`src/rtl/instr_encoder_loader.sv`:
```
// instr_encoder_loader: packs MIPS instruction fields into 32-bit words and streams them into imem; optional running XOR checksum under ENC_CHECKSUM_EN
`timescale 1ns/1ps
module instr_encoder_loader #(
  parameter int ADDR_W    = 6,
  parameter int BASE_ADDR = 0,
  parameter int DEPTH     = 64
) (
  input  logic              clk,
  input  logic              rst_n,
  input  logic              start,
  input  logic              finish,
  input  logic              req_valid,
  output logic              req_ready,
  input  logic [2:0]        req_kind,
  input  logic [4:0]        rs,
  input  logic [4:0]        rt,
  input  logic [4:0]        rd,
  input  logic [4:0]        shamt,
  input  logic [5:0]        funct,
  input  logic [15:0]       imm,
  output logic              imem_we,
  output logic [ADDR_W-1:0] imem_addr,
  output logic [31:0]       imem_wdata,
  output logic [ADDR_W:0]   word_count,
  output logic              done,
  output logic              full,
  output logic              err,
  output logic [31:0]       checksum
);
  typedef enum logic [1:0] {IDLE, ACCEPT, WRITE, DONE} state_t;
  localparam logic [ADDR_W:0]   DEPTH_W = (ADDR_W+1)'(DEPTH);
  localparam logic [ADDR_W-1:0] BASE_W  = ADDR_W'(BASE_ADDR);
  state_t state, state_nx;
  logic fin_l;
  logic legal;
  logic [5:0] opc;
  logic [31:0] enc;
  logic [ADDR_W:0] wc_nx;
  // field packing; kinds above SW are illegal
  always_comb begin
    legal = req_kind <= 3'd4;
    opc   = req_kind == 3'd1 ? 6'b001000 :
            req_kind == 3'd2 ? 6'b000100 :
            req_kind == 3'd3 ? 6'b100011 :
            req_kind == 3'd4 ? 6'b101011 : 6'b000000;
    enc   = req_kind == 3'd0 ? {6'b000000, rs, rt, rd, shamt, funct} : {opc, rs, rt, imm};
    wc_nx = word_count + 1'b1;
  end
  // next state and handshake/strobe outputs, all decoded from state
  always_comb begin
    state_nx  = state;
    req_ready = 1'b0;
    imem_we   = 1'b0;
    done      = 1'b0;
    case (state)
      IDLE:    state_nx = start ? ACCEPT : IDLE;
      ACCEPT: begin
        req_ready = 1'b1;
        state_nx  = (req_valid && legal) ? WRITE :
                    (!req_valid && (finish || fin_l)) ? DONE : ACCEPT;
      end
      WRITE: begin
        imem_we  = 1'b1;
        state_nx = (wc_nx == DEPTH_W || fin_l || finish) ? DONE : ACCEPT;
      end
      DONE: begin
        done     = 1'b1;
        state_nx = IDLE;
      end
      default: state_nx = IDLE;
    endcase
  end
  // state, address/data registers and sticky window status
  always_ff @(posedge clk or negedge rst_n) begin
    if (!rst_n) begin
      state      <= IDLE;
      imem_addr  <= BASE_W;
      imem_wdata <= '0;
      word_count <= '0;
      full       <= 1'b0;
      err        <= 1'b0;
      fin_l      <= 1'b0;
    end else begin
      state <= state_nx;
      if (state == IDLE && start) begin
        imem_addr  <= BASE_W;
        word_count <= '0;
        full       <= 1'b0;
        err        <= 1'b0;
        fin_l      <= 1'b0;
      end
      if (state == ACCEPT && req_valid) begin
        fin_l <= fin_l | finish;
        if (legal) imem_wdata <= enc;
        else err <= 1'b1;
      end
      if (state == WRITE) begin
        word_count <= wc_nx;
        imem_addr  <= imem_addr + 1'b1;
        full       <= wc_nx == DEPTH_W;
      end
    end
  end
`ifdef ENC_CHECKSUM_EN
  // running XOR of written words, advancing with word_count
  always_ff @(posedge clk or negedge rst_n) begin
    if (!rst_n) checksum <= '0;
    else if (state == IDLE && start) checksum <= '0;
    else if (state == WRITE) checksum <= checksum ^ imem_wdata;
  end
`else
  assign checksum = 32'h0;
`endif
endmodule

```
`config.mk`:
```
export PLATFORM = sky130hd
export DESIGN_NAME = instr_encoder_loader
export DESIGN_NICKNAME = d
export VERILOG_FILES = /design/src/rtl/instr_encoder_loader.sv
export SDC_FILE = /design/constraint.sdc
export NUM_CORES = 1
export LEC_CHECK = 0
export ABC_AREA = 1
export CORE_MARGIN = 2
export CORE_UTILIZATION = 36
export DETAILED_ROUTE_END_ITERATION = 10
export PLACE_DENSITY = 0.77
export SYNTH_ARGS = -nofsm -noshare
export SYNTH_HDL_FRONTEND = slang
export SYNTH_SLANG_ARGS = --single-unit
```
`constraint.sdc`:
```
create_clock -name clk -period 1.1 [get_ports clk]
set_input_delay 0.33 -clock clk [delete_from_list [all_inputs] [get_ports clk]]
set_output_delay 0.33 -clock clk [all_outputs]
set_load 0.02 [all_outputs]
```
==> results.py <==
metrics = {
    "synthesis": {
        "synth_cells": 295,
        "ys_warn_count": 0,
        "syn_area_per_cell_um2": 8.48,
        "syn_area_um2": 2500,
        "synth_seq_cells": 47,
        "synth_cell_types": 26,
        "yosysSeqAreaShare_pct": 47.0,
    },
    "placed_design": {
        "io_buffers": 98,
        "place_hpwl_um": 4630,
        "placedCellCount": 498,
        "place.gp.congestion": 0.769,
        "dp_slack_ps": -607,
        "post_dp_cell_area_um2": 3690,
    },
    "pwr": {
        "sw_frac_of_total_pct": 39.5,
        "seq_power_share_pct": 29.5,
        "p_comb_share_pct": 60.4,
        "irDropWorstVdd_v": 0.000968,
        "p_switching_mw": 3.91,
        "p_clk_share_pct": 10.1,
        "leakagePower_nw": 2.16,
        "power_density_nw_per_um2": 2270,
        "power.internal_mw": 5.98,
        "power_mw": 9.89,
    },
    "finish": {
        "area_delta_synth_final_pct": 74.2,
        "final_nets": 516,
        "fin_cells": 545,
        "layout_common_cells": "68 x nand2_1, 59 x buf_6, 56 x buf_4",
        "stdcell_area_um2": 4360,
        "final_common_cell": "nand2_1",
        "antenna_cells": 0,
        "utilization_pct": 64.5,
        "drive_gt1_share_pct": 40.9,
    },
    "global_routing": {
        "grt_pass1_wl_um": 10400,
        "antenna_found_initial": 0,
        "track_usage_pct": 17.4,
        "first_global_vias": 2387,
        "grt_overflow": 0,
        "grt_max_degree": 48,
    },
    "hold_path": {
        "min_path_type": "primary input to async pin",
    },
    "drt": {
        "vias": 2514,
        "viasPerCell": 4.61,
        "wire_per_inst_um": 13.5,
        "routed_wl_um": 7370,
        "drt_iter0_markers": 153,
        "first_pass_iters": 7,
        "ant_nets": 0,
        "drcViolationCount": 0,
    },
    "setup_path": {
        "setup.worst_path.class": "flip-flop to flip-flop",
        "arrival_ps": 1710,
        "ff2ff_setup_slack_ps": -420,
        "end_kind": "flip-flop",
        "startpoint_type": "flip-flop",
        "reg2reg_to": "imem_wdata[3]",
        "crit_path_end": "imem_wdata[3]",
        "startpoint": "state[1]",
        "cp.required_ps": 1280,
        "reg2regPathDepth": 10,
        "crit_fanout": 14,
        "r2r-start": "state[1]",
    },
    "clock_network": {
        "clockBufferDepth": 2,
        "clk_root_buffer_cell": "clkbuf_8",
        "h-tree-depth": 2,
        "numClockSinks": 47,
        "hold_buffers": 0,
        "cts_buffers": 5,
        "clkLatencyLatePin_ps": 290,
        "clk_pin_slew_ps": 90,
        "cts_tree": "done",
    },
    "flow_run": {
        "cap_violations": 0,
    },
    "timing": {
        "fin_tns_setup_ps": -18830,
        "finalHoldViolCount": 0,
        "timing.hold.ws_ps": 4.75,
        "fin_crit_sh_pct": 138,
        "setup_violations": 94,
        "worst_slack_ps": -423,
        "rsz0062_at_grt": "yes",
        "drv_slew": 0,
        "clock.fmax_mhz": 656,
        "finalCriticalPeriod_ps": 1520,
        "fin_skew_ps": 7.60,
    },
    "floorplanning": {
        "die_area_um2": 7630,
        "io_pins": 132,
        "core_um2": 6760,
        "dieHeight_um": 87.4,
        "fp-row-count": 30,
        "dieWidth_um": 87.4,
        "initial_core_util_pct": 37.0,
    },
    "outcome": {
        "status": "finished with violations",
        "violations": "setup timing",
    },
}
## cells by family (layout without fill, tap and decap cells)
family                     Yosys count  after routing  share of synthesized area, %
AOI/OAI and AO/OA                   56             56                          14.6
xor gates and xnor gates             1              1                         0.350
adders and majority gates            2              2                          1.00
buffers and inverters               64            202                          16.8
DFF                                 47             47                          47.0
other                                1             33                         0.150
and+or+nand+nor                    124            124                          20.1
## per-layer routing
layer	track usage (%)	wire [µm]	part of all wire, %	up-vias
met5	0	0	0	-
met3	3.22	370	5.0	14
li1	-	-	-	1209
met4	6.29	140	1.9	0
met2	32.2	4010	54	92
met1	19.8	2850	39	1199
## flip-flops by register name, indices dropped and copies added, names as in the netlist
name and flops:
err 1, fin_l 1, full 1, imem_addr 6
imem_wdata 29, state 2, word_count 7
## worst min path at each step
stage / start / endpoint / slack, ps / depth (start not counted)
finish: rst_n / imem_addr[1] / 5 / 2
global route: rst_n / imem_addr[1] / 10 / 2
CTS: rst_n / imem_addr[2] / 10 / 2
detailed placement: rst_n / imem_addr[2] / 330 / 2
global placement: rst_n / imem_addr[2] / 330 / 2
floorplan: rst_n / err / 30 / 0
## Yosys cell counts
library cell	instances	area, µm²
a21oi_1	10	50.1
a21oi_4	1	16.3
a22o_1	2	17.5
buf_2	1	5.00
buf_4	37	278
buf_6	5	56.3
conb_1	1	3.75
dfrtp_1	47	1180
ha_1	2	25.0
inv_1	14	52.6
inv_2	6	22.5
inv_4	1	6.26
nand2_1	76	285
nand2_2	3	18.8
nand3_1	12	60.1
nand4_1	2	12.5
nor2_1	28	105
nor2_2	1	6.26
nor2_4	1	11.3
nor3_1	1	5.00
o21ai_0	9	45.0
o21ai_1	15	75.1
o21ai_2	16	140
o22ai_1	2	12.5
o31ai_1	1	7.51
xor2_1	1	8.76
## power groups by stage
stage               Clock [mW]  Combinational, mW  Sequential (mW)
floorplan                    0               1.62             3.56
global placement             0               4.47             2.77
detailed placement           0               4.57             2.77
CTS                       1.03               5.23             2.88
global route              1.11               6.41             2.99
finish                    1.00               5.97             2.92
## area by class of cell
cell class | count | area (µm²)
repair buffers | 171 | 1710
fillers | 554 | 2400
flip-flops and latches | 47 | 1180
inverters | 21 | 110
clock buffers | 7 | 76.3
repair inverters | 2 | 22.5
clock inverters | 1 | 5.00
multi-input cells | 216 | 1160
well taps | 80 | 100
## worst max-delay path, cell delays in order, from the launching register on
cell and delay (ps):
dfrtp_1 400, buf_6 130, nor2_4 90, buf_6 110, nand2_4 60, a21oi_4 150, buf_12 150, buf_4 140
inv_8 60, nand2_2 60, o21ai_2 50
## what timing repair did
| action | CTS | global route |
|---|---|---|
| pin swaps | 3 | 9 |
| cloned | 1 | 3 |
| gates resized for setup | 315 | 33 |
| endpoints found under the setup margin | 94 | 96 |
| setup buffers | 17 | 22 |
(Power assumes the default switching activity.)
